[src/rtl/small_div_pkg.sv]
// Shared elaboration helpers for small_div: stage geometry and the per-stage
// long-division lookup-table contents.
package small_div_pkg;

    function automatic int chunk_width(input int lut_width, input int rem_width);
        return lut_width - rem_width;
    endfunction

    function automatic int stage_count(input int dividend_width, input int chunk);
        if (chunk < 1) begin
            return 1;
        end
        return (dividend_width + chunk - 1) / chunk;
    endfunction

    // LUT address is {r_in, chunk}, so the partial dividend v equals the address.
    function automatic logic [31:0] lut_entry(input int d, input int chunk, input int addr);
        int w;
        int q;
        int r;
        w = $clog2(d);
        if ((addr >> chunk) >= d) begin
            return 32'd0;
        end
        q = addr / d;
        r = addr % d;
        return (q << w) | r;
    endfunction

endpackage

[src/rtl/small_div_stage.sv]
// One radix-2^C long-division step: a constant LUT maps {remainder, chunk} to
// {digit, remainder}; quotient and unconsumed dividend fields shift alongside.
module small_div_stage
    import small_div_pkg::*;
#(
    parameter int D   = 5,
    parameter int W   = 3,
    parameter int C   = 3,
    parameter int SC  = 18,
    parameter int REG = 1
) (
    input  logic          clock,
    input  logic          reset,
    input  logic          enable,
    input  logic [W-1:0]  rem_in,
    input  logic [SC-1:0] quo_in,
    input  logic [SC-1:0] div_in,
    output logic [W-1:0]  rem_out,
    output logic [SC-1:0] quo_out,
    output logic [SC-1:0] div_out
);

    localparam int L = C + W;

    logic [L-1:0]  rom [2**L];
    logic [L-1:0]  addr;
    logic [L-1:0]  entry;
    logic [W-1:0]  rem_next;
    logic [SC-1:0] quo_next;
    logic [SC-1:0] div_next;

    for (genvar gi = 0; gi < 2**L; gi++) begin : g_rom
        localparam logic [31:0] ENTRY = lut_entry(D, C, gi);
        assign rom[gi] = ENTRY[L-1:0];
    end

    assign addr  = {rem_in, div_in[SC-1 -: C]};
    assign entry = rom[addr];

    always_comb begin
        rem_next           = entry[W-1:0];
        quo_next           = quo_in << C;
        quo_next[C-1:0]    = entry[L-1:W];
        div_next           = div_in << C;
    end

    if (REG != 0) begin : g_reg
        logic [W-1:0]  rem_reg;
        logic [SC-1:0] quo_reg;
        logic [SC-1:0] div_reg;

        always_ff @(posedge clock) begin
            if (reset) begin
                rem_reg <= '0;
                quo_reg <= '0;
                div_reg <= '0;
            end else if (enable) begin
                rem_reg <= rem_next;
                quo_reg <= quo_next;
                div_reg <= div_next;
            end
        end

        assign rem_out = rem_reg;
        assign quo_out = quo_reg;
        assign div_out = div_reg;
    end else begin : g_comb
        assign rem_out = rem_next;
        assign quo_out = quo_next;
        assign div_out = div_next;
    end

endmodule

[src/rtl/small_div.sv]
// Pipelined division by a small constant, built from a chain of LUT stages
// with optional input, inter-stage and output registers.
module small_div
    import small_div_pkg::*;
#(
    parameter int DIVIDER_VALUE         = 5,
    parameter int DIVIDER_WIDTH         = $clog2(DIVIDER_VALUE),
    parameter int DIVIDEND_WIDTH        = 18,
    parameter int THEORETICAL_LUT_WIDTH = 6,
    parameter int REGISTER_IN           = 0,
    parameter int REGISTER_OUT          = 1,
    parameter int PIPELINE              = 1
) (
    input  logic                                    clock,
    input  logic                                    reset,
    input  logic                                    enable,
    input  logic [DIVIDEND_WIDTH-1:0]               dividend,
    output logic [DIVIDEND_WIDTH-DIVIDER_WIDTH-1:0] quotient,
    output logic [DIVIDER_WIDTH-1:0]                remainder
);

    localparam int N  = DIVIDEND_WIDTH;
    localparam int W  = DIVIDER_WIDTH;
    localparam int C  = chunk_width(THEORETICAL_LUT_WIDTH, W);
    localparam int S  = stage_count(N, C);
    localparam int SC = S * C;
    localparam int QW = N - W;

    if (C < 1) begin : g_bad_chunk
        $error("small_div: LUT width must exceed remainder width");
    end
    if (DIVIDER_VALUE < 2) begin : g_bad_divider
        $error("small_div: divider must be at least 2");
    end

    logic [N-1:0]  din;
    logic [SC-1:0] div_ext;
    logic [W-1:0]  rem_s [S+1];
    logic [SC-1:0] quo_s [S+1];
    logic [SC-1:0] div_s [S+1];

    if (REGISTER_IN != 0) begin : g_in_reg
        logic [N-1:0] din_reg;
        always_ff @(posedge clock) begin
            if (reset) begin
                din_reg <= '0;
            end else if (enable) begin
                din_reg <= dividend;
            end
        end
        assign din = din_reg;
    end else begin : g_in_comb
        assign din = dividend;
    end

    // Zero-extend on the MSB side so the dividend splits into whole chunks.
    always_comb begin
        div_ext        = '0;
        div_ext[N-1:0] = din;
    end

    assign rem_s[0] = '0;
    assign quo_s[0] = '0;
    assign div_s[0] = div_ext;

    for (genvar gi = 0; gi < S; gi++) begin : g_stage
        small_div_stage #(
            .D   (DIVIDER_VALUE),
            .W   (W),
            .C   (C),
            .SC  (SC),
            .REG ((PIPELINE != 0 && gi < S - 1) ? 1 : 0)
        ) u_stage (
            .clock   (clock),
            .reset   (reset),
            .enable  (enable),
            .rem_in  (rem_s[gi]),
            .quo_in  (quo_s[gi]),
            .div_in  (div_s[gi]),
            .rem_out (rem_s[gi+1]),
            .quo_out (quo_s[gi+1]),
            .div_out (div_s[gi+1])
        );
    end

    // The fully consumed dividend field and quotient bits above QW are dropped.
    logic unused_bits;
    assign unused_bits = ^{div_s[S], quo_s[S][SC-1:QW]};

    if (REGISTER_OUT != 0) begin : g_out_reg
        logic [QW-1:0] quo_reg;
        logic [W-1:0]  rem_reg;
        always_ff @(posedge clock) begin
            if (reset) begin
                quo_reg <= '0;
                rem_reg <= '0;
            end else if (enable) begin
                quo_reg <= quo_s[S][QW-1:0];
                rem_reg <= rem_s[S];
            end
        end
        assign quotient  = quo_reg;
        assign remainder = rem_reg;
    end else begin : g_out_comb
        assign quotient  = quo_s[S][QW-1:0];
        assign remainder = rem_s[S];
    end

endmodule

[config.mk]
export PLATFORM = sky130hd
export DESIGN_NAME = small_div
export DESIGN_NICKNAME = d
export VERILOG_FILES = /design/src/rtl/small_div_pkg.sv /design/src/rtl/small_div_stage.sv /design/src/rtl/small_div.sv
export SDC_FILE = /design/constraint.sdc
export NUM_CORES = 1
export LEC_CHECK = 0
export ABC_AREA = 1
export CORE_MARGIN = 2
export CORE_UTILIZATION = 45
export CTS_BUF_LIST = sky130_fd_sc_hd__clkbuf_4
export CTS_CLUSTER_DIAMETER = 150
export DETAILED_ROUTE_END_ITERATION = 8
export PLACE_DENSITY = 0.72
export SYNTH_ARGS = -nofsm -noshare
export SYNTH_HDL_FRONTEND = slang
export SYNTH_SLANG_ARGS = --single-unit
[constraint.sdc]
create_clock -name clock -period 3.32 [get_ports clock]
set_clock_uncertainty 0.15 [all_clocks]
set_input_delay 0.664 -clock clock [delete_from_list [all_inputs] [get_ports clock]]
set_output_delay 0.664 -clock clock [all_outputs]
set_load 0.005 [all_outputs]
Yosys cells after proc, flatten, opt, wreduce, memory -nomap -nowiden

Memories as Yosys holds them, arrays and structs flattened. A register that Yosys moved wholly into a read port is not among the register bits.
Index checks and enable logic that the tools add are counted.

Register bits: 87
Latch bits: 0
Bits in writable memories: 0
Bits in read-only memories: 2304
Bits of input ports: 21
Output and inout bits: 18
Logic and storage cells: 33
Memories kept: 6

Add/sub/neg operators: 0
Multiply operators: 0
Div/mod/pow operators: 0
Magnitude comparators: 4
Equal/unequal tests: 0
Shift operators: 0
Muxes and demuxes: 8
Bitwise logic cells: 6
Reductions and logical operators: 0

Memories:

| memory           | depth | width | read ports | clocked after Yosys merged registers in | wr ports | line                  | text |
|---|---|---|---|---|---|---|---|
| (name not given) | 64    | 6     | 1          | 1                                       | 0        | small_div_stage.sv:38 | `assign entry = rom[addr];` |
| (name not given) | 64    | 6     | 1          | 1                                       | 0        | small_div_stage.sv:38 |  |
| (name not given) | 64    | 6     | 1          | 1                                       | 0        | small_div_stage.sv:38 |  |
| (name not given) | 64    | 6     | 1          | 1                                       | 0        | small_div_stage.sv:38 |  |
| (name not given) | 64    | 6     | 1          | 1                                       | 0        | small_div_stage.sv:38 |  |
| (name not given) | 64    | 6     | 1          | 1                                       | 0        | small_div_stage.sv:38 |  |

Operator list:

| operator           | number |
|---|---|
| $mux 6             | 8 |
| $not 6->7          | 5 |
| $ge 7x7->1 const B | 4 |
| $not 3->7          | 1 |

Depth between registers and ports, before layout

Gate-level depths: netlist of run 1.

Depth after elaboration: 4
Gate-level depth with buffers: 10

Hierarchy

Synthesis of run 1 repeated with hierarchy kept, for this count alone.

Cells, all modules: 1399
Area, all modules: 9915.8 sq um

Modules (own cells, without submodules):

| module                                   | times used | cells each | area each (sq um) | seq. area each (sq um) |
|---|---|---|---|---|
| small_div_stage (g_stage[0].u_stage ...) | 5          | 233        | 1695.4            | 720.7 |
| small_div                                | 1          | 115        | 763.2             | 360.3 |
| small_div_stage (g_stage[5].u_stage)     | 1          | 119        | 675.6             | 0.0 |

Least setup slack after synthesis of run 1

No wires, ideal clock.

Kind: input port to flip-flop
Start point: input port enable
End point: register g_stage[0].u_stage.g_reg.rem_reg[0]
Setup time: 0.120 ns
Arrival: 1.262 ns
Setup slack: 1.789 ns
Cell stages on the path: 6
Cells stage by stage: buf_4 buf_4 nand2_1 inv_1 a21oi_1 a21oi_1

RTL lines:

| item               | line                  | text |
|---|---|---|
| start: declaration | small_div.sv:16       | `input logic enable,` |
| end: declaration   | small_div_stage.sv:48 | `logic [W-1:0] rem_reg;` |

Final worst setup path of run 1

Start point: register g_out_reg.quo_reg[3], in the netlist quotient[3]
End point: output port quotient[3]

RTL lines:

| item                     | line            | text |
|---|---|---|
| start: declaration       | small_div.sv:91 | `logic [QW-1:0] quo_reg;` |
| start signal: assignment | small_div.sv:98 | `quo_reg <= quo_s[S][QW-1:0];` |
| end: declaration         | small_div.sv:18 | `output logic [DIVIDEND_WIDTH-DIVIDER_WIDTH-1:0] quotient,` |

No word-level cell between the ends.

==> reports/qor.txt, run 1 <==
Initial DRT Pass Iterations - 5
Number of instances in the synthesized netlist - 837
Antenna violations before repair - 1
Period Utilization, post-route - 0.6585
Peak-usage layer in the global routing report - met2
Number of synthesized register bits - 108
Hold Startpoint - g_stage[3].u_stage.quo_out[8]
Congestion Overflow GR - 0
Buffer levels on the longest clock path - 2
Remaining DRCs - 0
Met3 Track Usage GR - 0.03269
Clk Latency, worst-skew pair - 0.48 ns
Vias in the first global route - 4786
Class of the most critical setup path - flip-flop to primary output
Path class of the lowest-slack min-delay path - flip-flop to flip-flop
Highest-count cells in the layout ignoring fill and taps - 191 x nand2_1, 133 x nor2_1, 108 x dfxtp_1
Number of top-level design ports - 39
Pwr Total - 2.689 mW
Clock tree sinks - 108
Worst slew margin relative to its limit - 0.4362
Total of hold buffers inserted after clock tree synthesis - 0
Initial Util - 0.4558
Number of rows created at floorplan - 41
Cells along the critical path - clkdlybuf4s50_1
Quantity of I/O buffers inserted on ports - 38
End of the worst hold path - g_stage[4].u_stage.quo_out[11]
P per Cell Area - 434.0 nW/µm²
Fraction of power consumed by the clock network - 0.259
Worst Reg2Reg Path Length in Cells - 9
Result of the run - completed
Leading cell type in the layout, fill and taps excluded - nand2_1
Worst endpoint data arrival time - 1.37 ns
Maximum number of pins on one net before global-route repair - 101
Vias per inst - 5.090
Post-cts sizing count - 0
Met2 layer usage reported by global route - 0.3198
Largest delay share family, worst path - buffers and inverters
Portion of total power attributed to sequential cells - 0.548
Reported net switching power - 0.8442 mW
Setup violation total in the final timing report - 0
Launching element type of the critical path - flip-flop
Post-route ant nets - 0
Clock transition at the registers of the reported paths - 0.17 ns
IR drop worst, VDD - 279.7 µV
Final max-slew violation count - 0
Number of failing hold endpoints at the final stage - 0
Final nets - 888
Combinational share of power - 0.193
Estimated wirelength of the detail-placed design - 8159 µm
Core region area - 12470 µm²
Proportion of layout cells with a drive suffix above 1 - 0.06139
Vertical die dimension - 116.4 µm
Wire length of the first global-routing pass - 21460 µm
Clock root cell - clkbuf_4
Max cap viols - 0
Sum Neg Setup Slack - 0 ns
Depth of the critical timing path with buffers and inverters included - 1
Crit-path max FO - 2
Post-Route WL - 12310 µm
GR met1 Demand/Resource - 0.2576
Overall routing resource usage - 0.1939
Ys Warns - 0
Synthesized netlist net count - 883
# H-tree levels - 3
Number of design-rule violations left by the first detailed-router iteration - 448
Post-CTS setup-driven buffer insertion count - 0
Post-Synthesis Mean Instance Area - 6.788 µm²
End of the worst register-to-register path - g_stage[2].u_stage.rem_out[0]
Buffering stage count on the worst path with inverters included - 1
Sequential cell area fraction in the yosys report - 0.3805
Transition time at the pin with the least slew margin - 0.8457 ns
Cell types with the largest area share after synthesis - dfxtp_1 38%, nand2_1 13%, o21ai_0 9.1%
Total CTS buffers - 9
Final period demand of the worst path - 2.186 ns
Floorplan die area - 13540 µm²
Slowest stage cell on the critical path - clkdlybuf4s50_1
Area of the mapped netlist - 5682 µm²
Routability Congestion - 0.8938
Critical R2R Launch - g_stage[1].u_stage.div_out[16]
DR vias - 5192
Number of unique standard cell types used by synthesis - 29
Die boundary width - 116.4 µm
CTS tree - yes
Proportion of total power due to net switching - 0.3140
CP peak stage delay - 0.52 ns
Endpoint kind of the worst setup timing path - primary output
Pint - 1.845 mW
Post-synth top area share - 0.3805
LEAKAGE - 2.678 nW
Top achievable clock speed - 457.4 MHz
Setup slack of the worst register-to-register path - 1.60 ns
Routed length per placed instance - 12.07 µm
Unrepaired setup endpoints after global routing - no
Worst hold stages - 2
Area added between synthesis and finish - 9.051%
Cell accounting for the most synthesized area - dfxtp_1
Data required time at the worst endpoint - 2.51 ns
## synth_stat cells
master / n
a21oi_1: 63
a21oi_2: 6
a31oi_1: 5
buf_2: 15
buf_4: 13
buf_6: 3
buf_8: 1
clkbuf_1: 16
clkbuf_2: 1
dfxtp_1: 108
ha_1: 25
inv_1: 27
inv_2: 11
inv_4: 2
inv_6: 1
nand2_1: 191
nand2_2: 3
nand3_1: 79
nand3_2: 1
nor2_1: 133
nor2_2: 1
nor2_4: 1
nor3_2: 2
nor3_4: 2
o211ai_1: 1
o21ai_0: 103
o21ai_1: 18
o21ai_2: 1
o22ai_1: 4
## final cells by class
cell class	instances	area [µm²]
clock buffer	10	75.07
fill	1266	6270
tap	172	215.2
antenna	1	2.502
multi-input combinational	639	3069
clock inverter	6	70.07
timing repair buffer	43	437.9
inverter	41	163.9
sequential	108	2162
## sequential cells by signal, indices dropped and copies added, names as in the netlist
| register | flops |
|---|---|
| g_stage.u_stage.div_out | 45 |
| g_stage.u_stage.rem_out | 15 |
| quotient | 15 |
| remainder | 3 |
| g_stage.u_stage.quo_out | 30 |
## how the worst max path moves through the flow
stage / start / end / slack (ns)
floorplan: enable / g_stage[0].u_stage.rem_out[0] / 1.79
global placement: reset / g_stage[4].u_stage.quo_out[3] / 0.97
global route: quotient[13] / quotient[13] / 1.05
detailed placement: reset / g_stage[4].u_stage.quo_out[8] / 0.92
finish: quotient[3] / quotient[3] / 1.13
CTS: quotient[13] / quotient[13] / 1.08
## metrics by stage
step                        util  instances  worst slack, ns  instance area, µm²  hold WS, ns
after floorplan                -        837            1.789                5682       0.2976
final                     0.4970       1020            1.134                6196       0.3484
after global routing      0.4970       1020            1.046                6196       0.3642
after detailed placement  0.4852       1003           0.9211                6048       0.3167
after global placement    0.4852       1003           0.9673                6048       0.3108
after CTS                 0.4968       1019            1.085                6193       0.3510
## layer usage
layer | vias to the layer above | routed length (µm)
li1 | 2774 | -
met4 | 0 | 146
met3 | 12 | 475
met2 | 92 | 5443
met1 | 2314 | 6247
met5 | - | 0
## power by group through the flow
stage                     Clock, mW  Combinational, mW  Sequential (mW)
after CTS                     0.717              0.520             1.47
after floorplan                   0              0.419             1.46
final                         0.697              0.518             1.47
after global placement            0              0.514             1.50
after global routing          0.771              0.603             1.49
after detailed placement          0              0.517             1.50
## kinds of logic (layout without fill, tap and decap cells)
logic type / after synthesis / in the layout / synth area share
AO/OA/AOI/OAI: 201 / 201 / 0.1841
adder cells (fa/ha/maj): 25 / 25 / 0.05505
buffers and inverters: 90 / 100 / 0.07928
flip-flops: 108 / 108 / 0.3805
other: 0 / 1 / 0
AND/OR/NAND/NOR: 413 / 413 / 0.3010
No activity file was read; power rests on OpenSTA's default activity.
==> run 2, diff against run 1 <==
Settings changed: PLACE_DENSITY 0.72 to 0.74.
Clock period 3.32 ns to 2 ns, I/O delays scaled along.
==> reports/qor.txt, run 2 (synthesized netlist as in run 1, its figures left out) <==
CTS tree - yes
Total CTS buffers - 9 (unchanged)
Sum Neg Setup Slack - 0 ns (unchanged)
Clock tree sinks - 108 (unchanged)
Wire length of the first global-routing pass - 21980 µm (+2.4%)
Post-route ant nets - 0 (unchanged)
DR vias - 5256 (+1.2%)
Maximum number of pins on one net before global-route repair - 62 (-39%)
Post-CTS setup-driven buffer insertion count - 0 (unchanged)
Top achievable clock speed - 522.6 MHz
Proportion of total power due to net switching - 0.3231 (+0.009110)
Vias in the first global route - 4898 (+2.3%)
Clk Latency, worst-skew pair - 0.48 ns (about the same)
Final period demand of the worst path - 1.914 ns
Routability Congestion - 0.8962 (+0.27%)
Final Instance Count excl. Fillers - 1026 (+0.59%)
CP peak stage delay - 0.52 ns (about the same)
Highest-count cells in the layout ignoring fill and taps - 191 x nand2_1, 133 x nor2_1, 108 x dfxtp_1
LEAKAGE - 2.706 nW (+1.0%)
Post-Route Utilization - 0.5004 (+0.003312)
Result of the run - completed
Number of rows created at floorplan - 41 (unchanged)
Total of hold buffers inserted after clock tree synthesis - 0 (unchanged)
IR drop worst, VDD - 433.2 µV (+55%)
Cells along the critical path - clkdlybuf4s50_1
Fraction of power consumed by the clock network - 0.232 (-0.027)
Slowest stage cell on the critical path - clkdlybuf4s50_1
Routed length per placed instance - 12.00 µm (-0.58%)
Combinational share of power - 0.206 (+0.013)
Placed cells - 1009 (+0.60%)
Initial DRT Pass Iterations - 5 (unchanged)
Final max-slew violation count - 0 (unchanged)
Antenna violations before repair - 1 (unchanged)
Leading cell type in the layout, fill and taps excluded - nand2_1
P per Cell Area - 694.5 nW/µm² (+60%)
Vias per inst - 5.123 (+0.64%)
Clock transition at the registers of the reported paths - 0.17 ns (about the same)
Pint - 2.932 mW (+59%)
Number of design-rule violations left by the first detailed-router iteration - 351 (-22%)
Number of failing hold endpoints at the final stage - 0 (unchanged)
Crit-path max FO - 2 (unchanged)
# H-tree levels - 3 (unchanged)
Area added between synthesis and finish - 9.778%
Transition time at the pin with the least slew margin - 0.4361 ns (-0.4096 ns)
Proportion of layout cells with a drive suffix above 1 - 0.06565 (+0.004257)
Worst slew margin relative to its limit - 0.7089 (+0.2727)
Max cap viols - 0 (unchanged)
Endpoint kind of the worst setup timing path - primary output
Buffering stage count on the worst path with inverters included - 1 (unchanged)
Reported net switching power - 1.399 mW (+66%)
Largest delay share family, worst path - buffers and inverters
Die boundary width - 116.4 µm (unchanged)
Clock root cell - clkbuf_4
Quantity of I/O buffers inserted on ports - 38 (unchanged)
Vertical die dimension - 116.4 µm (unchanged)
Core region area - 12470 µm² (unchanged)
Post-cts sizing count - 0 (unchanged)
Unrepaired setup endpoints after global routing - no
Portion of total power attributed to sequential cells - 0.562 (+0.014)
Congestion Overflow GR - 0 (unchanged)
Launching element type of the critical path - flip-flop
Remaining DRCs - 0 (unchanged)
Post-Route WL - 12310 µm (unchanged)
Pwr Total - 4.332 mW (+61%)
Class of the most critical setup path - flip-flop to primary output
Data required time at the worst endpoint - 1.45 ns (-1.06 ns)
Post-Route Hold Slack - 0.2389 ns (-0.1095 ns)
Path class of the lowest-slack min-delay path - input pin to flip-flop
Setup violation total in the final timing report - 0 (unchanged)
Worst endpoint data arrival time - 1.36 ns (about the same)
Flip-flop count of the largest register, all copies and words added - 45 (unchanged)
Number of top-level design ports - 39 (unchanged)
Overall routing resource usage - 0.1974 (+0.003501)
Period Utilization, post-route - 0.9568
Buffer levels on the longest clock path - 2 (unchanged)
Estimated wirelength of the detail-placed design - 8363 µm (+2.5%)
Final nets - 894 (+0.68%)
Initial Util - 0.4558 (unchanged)
Floorplan die area - 13540 µm² (unchanged)
==> run 2: area by class of cell <==
class | count | area (µm²)
antenna | 1 | 2.502
timing repair buffer | 49 | 508.0
tap | 172 | 215.2
sequential | 108 | 2162
inverter | 41 | 163.9
fill | 1285 | 6228
clock buffer | 9 | 67.56
multi-input combinational | 639 | 3069
clock inverter | 7 | 48.80
==> run 2: path summary, 6_finish.rpt <==
| path | cells past startpoint | end | startpoint | slack [ns] |
|---|---|---|---|---|
| hold / removal | 3 | g_stage[4].u_stage.div_out[17] | enable | 0.24 |
| hold reg to reg | 2 | g_stage[3].u_stage.quo_out[7] | g_stage[2].u_stage.quo_out[4] | 0.35 |
| setup reg to reg | 9 | remainder[0] | g_stage[4].u_stage.div_out[16] | 0.31 |
| setup / recovery | 1 | quotient[8] | quotient[8] | 0.09 |
==> run 2: layer usage <==
layer,vias up,share of wire,track usage
li1,2789,-,-
met5,-,0,0
met4,0,0.014,0.06984
met2,101,0.45,0.3198
met3,13,0.037,0.03477
met1,2353,0.50,0.2656
==> run 2: power by group through the flow <==
stage                     sequential, mW  clock [mW]  combinational [mW]
after floorplan                     2.43           0               0.695
after global placement              2.48           0               0.880
after detailed placement            2.48           0               0.883
after CTS                           2.43        1.06               0.890
after global routing                2.46        1.12                1.03
final                               2.43        1.01               0.891
==> run 2: metrics by stage <==
| step | worst slack (ns) | cell area, µm² |
|---|---|---|
| CTS | 0.02187 | 6235 |
| floorplan | 0.5614 | 5682 |
| global placement | 0.2888 | 6118 |
| finish | 0.08632 | 6237 |
| detailed placement | 0.2776 | 6118 |
| global route | 0.003595 | 6237 |
==> run 3, diff against run 2 <==
Settings changed: CTS_CLUSTER_SIZE from default to 8.
==> results of run 3 <==
No change in the layout: final DEF, timing and power equal those of run 2.
